<file path="config.mk">
export PLATFORM = sky130hd
export DESIGN_NAME = ioctl_loader_tx
export DESIGN_NICKNAME = d
export VERILOG_FILES = /design/src/rtl/ioctl_loader_tx.sv
export SDC_FILE = /design/constraint.sdc
export NUM_CORES = 1
export LEC_CHECK = 0
export CORE_MARGIN = 2
export CORE_UTILIZATION = 38
export CTS_CLUSTER_DIAMETER = 30
export DETAILED_ROUTE_END_ITERATION = 10
export HOLD_SLACK_MARGIN = 0.05
export PLACE_DENSITY = 0.71
export SLEW_MARGIN = 40
export SYNTH_ARGS = -nofsm -noshare
export SYNTH_HDL_FRONTEND = slang
export SYNTH_SLANG_ARGS = --single-unit
</file>
<file path="constraint.sdc">
create_clock -name I_CLK -period 10.08 [get_ports I_CLK]
set_clock_uncertainty 0.1 [all_clocks]
set_input_delay 1.008 -clock I_CLK [delete_from_list [all_inputs] [get_ports I_CLK]]
set_output_delay 1.008 -clock I_CLK [all_outputs]
set_load 0.01 [all_outputs]
</file>
<file path="src/rtl/ioctl_loader_tx.sv">
// Streams a byte source onto the ioctl download bus: PRE/POST framing around
// one write strobe per accepted byte, with WR_GAP idle cycles between strobes.
module ioctl_loader_tx #(
  parameter int unsigned WR_GAP = 1
) (
  input  logic        I_CLK,
  input  logic        I_RSTn,
  input  logic        I_START,
  input  logic [7:0]  I_INDEX,
  input  logic [24:0] I_LEN,
  input  logic        I_ABORT,
  input  logic [7:0]  I_BYTE,
  input  logic        I_BYTE_VALID,
  output logic        O_BYTE_READY,
  input  logic        I_IOCTL_WAIT,
  output logic        O_IOCTL_DOWNLOAD,
  output logic        O_IOCTL_WR,
  output logic [24:0] O_IOCTL_ADDR,
  output logic [7:0]  O_IOCTL_DOUT,
  output logic [7:0]  O_IOCTL_INDEX,
  output logic        O_BUSY,
  output logic        O_DONE
);

  typedef enum logic [2:0] {
    StIdle, StPre, StFetch, StWrite, StGap, StPost, StFin
  } state_e;

  localparam logic [3:0] GapLoad = (WR_GAP > 0) ? 4'(WR_GAP - 1) : 4'd0;

  state_e      state_q;
  logic [24:0] len_q;
  logic [24:0] cnt_q;
  logic [3:0]  gap_q;
  logic        abort_q;
  logic        abort_now;
  logic        last_byte;

  assign abort_now = abort_q | I_ABORT;
  assign last_byte = ((cnt_q + 25'd1) == len_q);

  // Ready follows WAIT directly so a stalled sink can never have a byte handed over.
  assign O_BYTE_READY = (state_q == StFetch) & ~I_IOCTL_WAIT;

  always_ff @(posedge I_CLK or negedge I_RSTn) begin
    if (!I_RSTn) begin
      state_q          <= StIdle;
      len_q            <= '0;
      cnt_q            <= '0;
      gap_q            <= '0;
      abort_q          <= 1'b0;
      O_IOCTL_DOWNLOAD <= 1'b0;
      O_IOCTL_WR       <= 1'b0;
      O_IOCTL_ADDR     <= '0;
      O_IOCTL_DOUT     <= '0;
      O_IOCTL_INDEX    <= '0;
      O_BUSY           <= 1'b0;
      O_DONE           <= 1'b0;
    end else begin
      O_IOCTL_WR <= 1'b0;
      O_DONE     <= 1'b0;
      if (O_BUSY && I_ABORT) begin
        abort_q <= 1'b1;
      end
      case (state_q)
        StIdle: begin
          if (I_START) begin
            O_IOCTL_INDEX    <= I_INDEX;
            len_q            <= I_LEN;
            cnt_q            <= '0;
            O_IOCTL_ADDR     <= '0;
            abort_q          <= 1'b0;
            O_BUSY           <= 1'b1;
            O_IOCTL_DOWNLOAD <= 1'b1;
            state_q          <= StPre;
          end
        end
        StPre: begin
          state_q <= (len_q == '0) ? StPost : StFetch;
        end
        StFetch: begin
          if (abort_now) begin
            state_q <= StPost;
          end else if (I_BYTE_VALID && !I_IOCTL_WAIT) begin
            O_IOCTL_DOUT <= I_BYTE;
            O_IOCTL_ADDR <= cnt_q;
            O_IOCTL_WR   <= 1'b1;
            state_q      <= StWrite;
          end
        end
        StWrite: begin
          cnt_q <= cnt_q + 25'd1;
          if (last_byte || abort_now) begin
            state_q <= StPost;
          end else if (WR_GAP > 0) begin
            gap_q   <= GapLoad;
            state_q <= StGap;
          end else begin
            state_q <= StFetch;
          end
        end
        StGap: begin
          if (abort_now) begin
            state_q <= StPost;
          end else if (gap_q == '0) begin
            state_q <= StFetch;
          end else begin
            gap_q <= gap_q - 4'd1;
          end
        end
        StPost: begin
          O_IOCTL_DOWNLOAD <= 1'b0;
          O_BUSY           <= 1'b0;
          O_DONE           <= 1'b1;
          state_q          <= StFin;
        end
        StFin: begin
          state_q <= StIdle;
        end
        default: begin
          state_q <= StIdle;
        end
      endcase
    end
  end

endmodule

</file>
# --- Word level (Yosys, flattened, before mapping) ---
# Index checks and enable logic that the tools add are counted.
totals:
  ff_bits: 102
  out_inout_bits: 46
  wordCells: 75
classes:
  addsub: 2
  n_eq_ne: 14
  muxes: 26
  n_bitwise: 4
  reduce_logical: 18
op_table:
  columns: ["cell", "count"]
  rows:
  - ["25-bit case mux with 2 select lines", 2]
  - ["25-bit two-way mux", 3]
  - ["25-bit by 1-bit adder with 25-bit output, second input constant", 1]
  - ["25-bit == test", 1]
  - ["25-bit zero test", 1]
  - ["3-bit two-way mux", 6]
  - ["3-bit case mux with 6 select lines", 1]
  - ["4-bit two-way mux", 3]
  - ["2-bit inequality test, second input constant", 5]
  - ["1-bit two-way mux", 9]
  - ["4-bit case mux with 2 select lines", 1]
  - ["4-bit AND reduction", 2]
  - ["2-bit nonzero test", 4]
  - ["3-bit by 2-bit == test with 1-bit output, second input constant", 2]
  - ["3-bit == test, second input constant", 2]
  - ["2-bit AND reduction", 3]
  - ["3-bit AND reduction", 2]
  - ["4-bit zero test", 1]
  - ["4-bit by 1-bit subtractor with 4-bit output, second input constant", 1]
  - ["3-bit by 1-bit == test with 1-bit output, second input constant", 1]
  - ["3-bit zero test", 1]
  - ["3-bit by 2-bit inequality test with 1-bit output, second input constant", 1]
  - ["3-bit inequality test, second input constant", 1]
  - ["1-bit logical AND", 2]
  - ["other kinds (7)", 8]

# --- Longest topological paths before layout ---
# Gate-level depths: netlist of the first run.
depth:
  depth_word: 5
  ltp_mapped: 11

# --- Least setup slack after synthesis of the first run ---
# OpenSTA, ideal clock, no wires.
synth_timing:
  kind: "reg2reg"
  start: "register cnt_q[0]"
  end: "register gap_q[0]"
  setup_time_ns: 0.125
  arrival_time_ns: 3.063
  setup_slack_ns: 6.792
  path_stages_with_launch: 11
  path_cell_list: "dfrtp_1 -> ha_1 -> nand3_2 -> or4_1 -> buf_2 -> or3_1 -> a211oi_2 -> o2111ai_1 -> nor4_2 -> nand2b_4 -> mux2_4"
synth_via:
  elab_chain_cells: 5
synth_rtl:
  columns: ["item", "line_no", "text"]
  rows:
  - ["start, declared", "33", "logic [24:0] cnt_q;"]
  - ["start signal, assigned", "92", "cnt_q <= cnt_q + 25'd1;"]
  - ["25-bit by 1-bit adder with 25-bit output", "40", "assign last_byte = ((cnt_q + 25'd1) == len_q);"]
  - ["25-bit == test", "40", null]
  - ["1-bit logical OR", "93", "if (last_byte || abort_now) begin"]
  - ["2-bit inequality test (no line)", null, null]
  - ["4-bit AND reduction (no line)", null, null]
  - ["end signal, assigned", "96", "gap_q <= GapLoad;"]
  - ["end signal, assigned", "108", "gap_q <= gap_q - 4'd1;"]
  - ["end, declared", "34", "logic [3:0] gap_q;"]
# Every way passes these cells.
# A chain may end at the register's enable or synchronous reset.

# --- Worst setup path in the final report of the first run ---
layout_timing:
  start: "register cnt_q[4]"
  end: "register gap_q[0]"
# The elaborated chain is that of the path after synthesis.

==> results of run 1 <==
-- state kept, by name, indices dropped and copies added, names as in the netlist --
register and flops:
O_DONE 1, state_q 3, gap_q 4, O_IOCTL_DOUT 8
O_IOCTL_ADDR 25, abort_q 1, O_IOCTL_INDEX 8, len_q 25
cnt_q 25, O_IOCTL_WR 1, O_BUSY 1
-- layer usage --
| layer | wire length, um | vias up | track usage (%) |
|---|---|---|---|
| met4 | 264 | 0 | 6.32 |
| met3 | 722 | 24 | 4.94 |
| met5 | 0 | - | 0 |
| li1 | - | 1895 | - |
| met1 | 5630 | 2036 | 23.4 |
| met2 | 6060 | 155 | 29.2 |
-- report_power, final --
part / total [uW] / leakage (uW) / internal (uW) / switching (uW)
logic: 523 / 0.00117 / 281 / 241
clock network: 377 / 0.000155 / 230 / 147
registers: 667 / 0.00134 / 521 / 145
total: 1570 / 0.00266 / 1030 / 534
-- worst paths after layout --
check	slack (ns)	end	cells past startpoint	start
setup / recovery	6.27	gap_q[0]	8	cnt_q[4]
hold / removal	0.41	O_IOCTL_ADDR[2]	1	O_IOCTL_ADDR[2]
setup reg to reg	6.27	gap_q[0]	8	cnt_q[4]
hold reg to reg	0.41	O_IOCTL_ADDR[2]	1	O_IOCTL_ADDR[2]
max in group asynchronous	8.22	cnt_q[20]	2	I_RSTn
min in group asynchronous	0.59	O_IOCTL_DOUT[3]	1	I_RSTn
-- final cells by class --
class	instances	area (um2)	area share (%)
Clock inverter	3	67.6	1.04
Tap cell	176	220	3.39
Timing Repair Buffer	97	956	14.7
Sequential cell	102	2550	39.3
Multi-Input combinational cell	335	2410	37.1
Inverter	7	26.3	0.405
Clock buffer	12	256	3.95
-- cell families (layout without fill, tap and decap cells) --
family | after synthesis | count (layout) | synth area share [%]
buf+inv | 43 | 119 | 3.38
fa+ha+maj | 3 | 3 | 0.736
mux | 41 | 41 | 9.20
simple gates | 139 | 139 | 14.7
xor+xnor | 36 | 36 | 6.72
flops | 102 | 102 | 50.0
compound gates | 116 | 116 | 15.2
-- worst reg2reg max path: stages (launching register included) --
cell	delay, ns
dfrtp_1	0.48
nand3_1	0.43
or4_1	0.78
or3_1	0.44
a211oi_2	0.24
o2111ai_1	0.17
nor4_2	0.49
nand2b_4	0.26
mux2_4	0.31
-- cells in the final DEF, fill, tap and decap left out, types with 6 or more instances in the layout --
cell,instances
dfrtp_1,102
clkbuf_16,9
inv_1,7
nor3_1,15
a22o_1,28
xnor2_1,23
clkdlybuf4s50_1,91
o21ai_0,45
o31ai_1,6
nand2_1,32
mux2_2,39
nand3_1,11
buf_4,6
a21oi_1,12
nand4_1,9
nor4_1,10
nor2_1,30
xor2_1,11
-- stage by stage --
step / instances / total power (uW)
finish: 732 / 1570
global route: 732 / 1660
CTS: 732 / 1570
detailed placement: 717 / 1190
global placement: 717 / 1160
floorplan: 480 / 981
==> flow_metrics.env, run 1 <==
export IMPL_status="finished, final reports clean"
export IMPL_drive_above_1_share_pct=13.3
export IMPL_cts_max_path_buffers=2
export IMPL_synthArstFlopShare_pct=100
export IMPL_crit_family="simple AND/OR/NAND/NOR gates"
export IMPL_core_mm2=0.0132
export IMPL_nNetsFinal=602
export IMPL_worstPathRequired_ns=10.21
export IMPL_cts_resized=0
export IMPL_cp_slowest_cell="or4_1"
export IMPL_n_fill_cell=1187
export IMPL_design_area_mm2=0.00649
export IMPL_finalMaxSlewViolations=0
export IMPL_die_area_mm2=0.0144
export IMPL_grt_overflow=0
export IMPL_hold_viol=0
export IMPL_grt_max_degree=57
export IMPL_cp_max_fo=12
export IMPL_whs_ns=0.405
export IMPL_avgRoutedWirePerCell_um=17.3
export IMPL_setup_tns_final_ns=0
export IMPL_vias_per_cell=5.61
export IMPL_hold_class="reg -> reg"
export IMPL_synth_edf_count=0
export IMPL_critPathMaxStageDelay_ns=0.78
export IMPL_p_leak_uw=0.00266
export IMPL_die_width_um=120
export IMPL_ios=93
export IMPL_yosysUniqueCellTypes=52
export IMPL_ys_seq_area_share_pct=50.0
export IMPL_timing_fmax_mhz=263
export IMPL_clk_pin_slew_ns=0.07
export IMPL_crit_type="reg -> reg"
export IMPL_rows=42
export IMPL_netlist_area_mm2=0.00510
export IMPL_startpoint_type="flip-flop"
export IMPL_clk_insertion_delay_late_ns=0.35
export IMPL_cts_buffers=9
export IMPL_grt_usage_pct=18.1
export IMPL_ys_ff_latch=102
export IMPL_cts_tree="done"
export IMPL_worst_pin_slew_ns=0.773
export IMPL_rsz0062_at_grt="no"
export IMPL_grt_pass1_wl_mm=20.5
export IMPL_postCtsSetupRepairBufs=0
export IMPL_fin_util_pct=49.2
export IMPL_end_kind="flip-flop"
export IMPL_yosysMostFrequentCell="dfrtp_1"
export IMPL_pre_cts_ws_ns=6.42
export IMPL_placed_cell_area_mm2=0.00616
export IMPL_cts_root_buf="clkbuf_16"
export IMPL_io_buffers=92
export IMPL_vdd_ir_drop_max_mv=0.121
export IMPL_synth_flop_cell="dfrtp_1"
export IMPL_arrival_ns=3.93
export IMPL_yosysTopAreaCell="dfrtp_1"
export IMPL_netlist_instances=480
export IMPL_htreeDepth=3
export IMPL_num_vias=4110
export IMPL_synth_nets=530
export IMPL_cap_violations=0
export IMPL_cp_num_buf_inv=0
export IMPL_period_needed_ns=3.81
export IMPL_worstPathCellList="nand3_1 -> or4_1 -> or3_1 -> a211oi_2 -> o2111ai_1 -> nor4_2 -> nand2b_4 -> mux2_4"
export IMPL_remaining_drc_errors=0
export IMPL_antenna_cells=0
export IMPL_slew_headroom_pct=48.3
export IMPL_final_antenna_net_count=0
export IMPL_synthTopCellsByArea="dfrtp_1, mux2_2, a22o_1"
export IMPL_place_congestion=0.927
export IMPL_dp_hpwl_mm=8.89
export IMPL_dr_pass1_iters=5
export IMPL_ys_warn_count=0
export IMPL_synth_common_cells="dfrtp_1, o21ai_0, mux2_2, nand2_1, nor2_1"
export IMPL_hold_buffers=0
export IMPL_initial_core_util_pct=38.7
export IMPL_synth_avg_cell_area_um2=10.6
export IMPL_routed_wl_mm=12.7
export IMPL_area_growth_pct=27.2
export IMPL_fp_dieH_um=120
export IMPL_first_iter_violations=367
export IMPL_numClockSinks=102
export IMPL_finalSetupViolations=0
export IMPL_antenna_found_initial=0
export IMPL_grt_pass1_vias=4048
export IMPL_setup_slack_ns=6.27
export IMPL_p_per_area_mw_per_mm2=241
export IMPL_synth_top_area_share_pct=50.0
export IMPL_fin_crit_sh_pct=37.7
(Power assumes the default switching activity.)
==> inputs of run 2 (changes only) <==
==> constraint.sdc (replaced) <==
create_clock -name I_CLK -period 3.7 [get_ports I_CLK]
set_clock_uncertainty 0.1 [all_clocks]
set_input_delay 0.37 -clock I_CLK [delete_from_list [all_inputs] [get_ports I_CLK]]
set_output_delay 0.37 -clock I_CLK [all_outputs]
set_load 0.01 [all_outputs]
==> run 2 against run 1 <==
Compared with the run above: critical path depth grew 1; non-clock buffer count grew 9; register-to-register slack lost 5.9 ns; sequential cell count is the same; final cell count grew 1.4%; combinational power grew to 2.7 times the previous value; via count shrank 0.36%; wire length grew 1.1%; fmax grew 15%; clock power grew to 2.6 times the previous value; die area is the same.
==> flow_metrics.env, run 2 (same netlist as run 1, synthesis figures left out) <==
export IMPL_routed_wl_mm=12.8
export IMPL_htreeDepth=3
export IMPL_critPathMaxStageDelay_ns=0.58
export IMPL_status="finished, final reports clean"
export IMPL_core_mm2=0.0132
export IMPL_io_buffers=92
export IMPL_power_total_uw=4210
export IMPL_worstPathRequired_ns=3.84
export IMPL_end_kind="flip-flop"
export IMPL_cts_tree="done"
export IMPL_startpoint_type="flip-flop"
export IMPL_rsz0062_at_grt="no"
export IMPL_clkPwrFrac_pct=23.1
export IMPL_arrival_ns=3.46
export IMPL_fp_dieH_um=120
export IMPL_final_common_cell="dfrtp_1"
export IMPL_grt_pass1_vias=4171
export IMPL_largest_registers="O_IOCTL_ADDR: 25 flops, cnt_q: 25 flops, len_q: 25 flops"
export IMPL_dr_pass1_iters=5
export IMPL_crit_type="reg -> reg"
export IMPL_vdd_ir_drop_max_mv=0.442
export IMPL_postCtsSetupRepairBufs=0
export IMPL_period_needed_ns=3.32
export IMPL_num_vias=4095
export IMPL_initial_core_util_pct=38.7
export IMPL_antenna_cells=0
export IMPL_antenna_found_initial=0
export IMPL_rows=42
export IMPL_die_width_um=120
export IMPL_p_int_uw=2740
export IMPL_p_leak_uw=0.00270
export IMPL_n_fill_cell=1158
export IMPL_seqPwrFrac_pct=42.9
export IMPL_hold_class="reg -> reg"
export IMPL_grt_max_degree=61
export IMPL_clk_insertion_delay_late_ns=0.35
export IMPL_hold_buffers=1
export IMPL_worstPathCellList="ha_1 -> nand3_2 -> or4_1 -> or3_1 -> a211oi_2 -> o2111ai_1 -> nor4_2 -> nand2b_4 -> mux2_4"
export IMPL_pwr_share_comb_pct=34.0
export IMPL_critical_path_endpoint="gap_q[1]"
export IMPL_timing_fmax_mhz=301
export IMPL_die_area_mm2=0.0144
export IMPL_numClockSinks=102
export IMPL_area_growth_pct=28.3
export IMPL_crit_start="cnt_q[0]"
export IMPL_place_congestion=0.926
export IMPL_slew_headroom_pct=47.9
export IMPL_cp_max_fo=8
export IMPL_clk_pin_slew_ns=0.07
export IMPL_r2r_start="cnt_q[0]"
export IMPL_grt_overflow=0
export IMPL_finalSetupViolations=0
export IMPL_p_per_area_mw_per_mm2=644
export IMPL_nNetsFinal=611
export IMPL_cts_max_path_buffers=2
export IMPL_cts_buffers=9
export IMPL_hold_viol=0
export IMPL_drive_above_1_share_pct=14.8
export IMPL_final_cell_mix="dfrtp_1, clkdlybuf4s50_1, o21ai_0"
export IMPL_cts_resized=0
export IMPL_fin_crit_sh_pct=89.7
export IMPL_setup_tns_final_ns=0
export IMPL_rrSetupSlack_ns=0.38
export IMPL_grt_usage_pct=18.8
export IMPL_rr_worst_depth=9
export IMPL_first_iter_violations=328
export IMPL_swShare_pct=35.1
export IMPL_worst_pin_slew_ns=0.782
export IMPL_finalMaxSlewViolations=0
export IMPL_cap_violations=0
export IMPL_grt_pass1_wl_mm=21.1
export IMPL_netSwitchingPower_uw=1480
export IMPL_cp_slowest_cell="or4_1"
export IMPL_avgRoutedWirePerCell_um=17.3
export IMPL_ios=93
export IMPL_hold_path_startpoint="O_IOCTL_ADDR[6]"
export IMPL_vias_per_cell=5.52
export IMPL_remaining_drc_errors=0
export IMPL_dp_hpwl_mm=9.19
export IMPL_regToRegEndpoint="gap_q[1]"
export IMPL_whs_ns=0.406
export IMPL_final_antenna_net_count=0
export IMPL_cts_root_buf="clkbuf_16"
run 2: cell types whose count changed in the layout (fill, tap and decap cells not counted), sizes merged:
| cell | before | now |
|---|---|---|
| clkinvlp | 1 | 2 |
| inv | 7 | 9 |
| bufinv | 2 | 1 |
| buf | 6 | 14 |
| dlygate4sd3 | 0 | 1 |
| clkbuf | 12 | 10 |
| clkinv | 0 | 1 |
run 2: layout make-up:
cell class	instances	area, um2	share of cell area [%]
Clock buffer	10	239	3.65
Clock inverter	6	67.6	1.03
Inverter	7	26.3	0.401
Multi-Input combinational cell	335	2410	36.8
Sequential cell	102	2550	39.0
Tap cell	176	220	3.36
Timing Repair Buffer	106	1030	15.7
run 2: power by group through the flow:
stage	Clock [uW]	Sequential [uW]	Combinational, uW
4_1_cts	996	1810	1440
5_1_grt	1050	1850	1570
2_1_floorplan	0	1700	976
3_5_place_dp	0	1820	1430
6_report	973	1810	1430
3_3_place_gp	0	1800	1380
run 2: worst min-delay path by stage:
stage	to	slack (ns)	cells past startpoint
floorplan	O_BUSY	-0.03	0
global placement	O_IOCTL_DOUT[5]	0.39	1
detailed placement	O_IOCTL_ADDR[18]	0.39	1
CTS	O_IOCTL_ADDR[2]	0.41	1
global route	O_IOCTL_DOUT[7]	0.42	1
finish	O_IOCTL_ADDR[6]	0.41	1
run 2: through the flow:
step                utilization, %  area (um2)  cells  setup slack (ns)
detailed placement            47.2        6220    725             0.400
global placement              47.1        6210    725             0.458
global route                  49.6        6550    742             0.208
floorplan                        -        5100    480             0.412
finish                        49.6        6550    742             0.380
CTS                           49.6        6540    742             0.385
run 2: per-layer routing:
layer | up-vias | share of wire [%] | GRT usage, %
met5 | - | 0 | 0
met4 | 0 | 2.2 | 6.54
met3 | 21 | 6.9 | 5.09
met2 | 158 | 47 | 30.8
met1 | 1999 | 44 | 24.1
li1 | 1917 | - | -
run 2: critical path: cells and delay by family (launching register included):
family	cells	cell delay, ns
fa+ha+maj	1	0.29
mux	1	0.31
flops	1	0.46
compound gates	2	0.38
simple gates	5	1.66
==> inputs of run 3 (changes only) <==
--- a/config.mk
+++ b/config.mk
@@ -5,11 +5,13 @@
 export SDC_FILE = /design/constraint.sdc
 export NUM_CORES = 1
 export LEC_CHECK = 0
+export ABC_CLOCK_PERIOD_IN_PS = 3700
+export CAP_MARGIN = 20
 export CORE_MARGIN = 2
 export CORE_UTILIZATION = 38
 export CTS_CLUSTER_DIAMETER = 30
 export DETAILED_ROUTE_END_ITERATION = 10
-export HOLD_SLACK_MARGIN = 0.05
+export HOLD_SLACK_MARGIN = 0.12
 export PLACE_DENSITY = 0.71
 export SLEW_MARGIN = 40
 export SYNTH_ARGS = -nofsm -noshare
==> results of run 3 <==
Same layout as run 2: the final DEF is identical, and so are final timing and power.
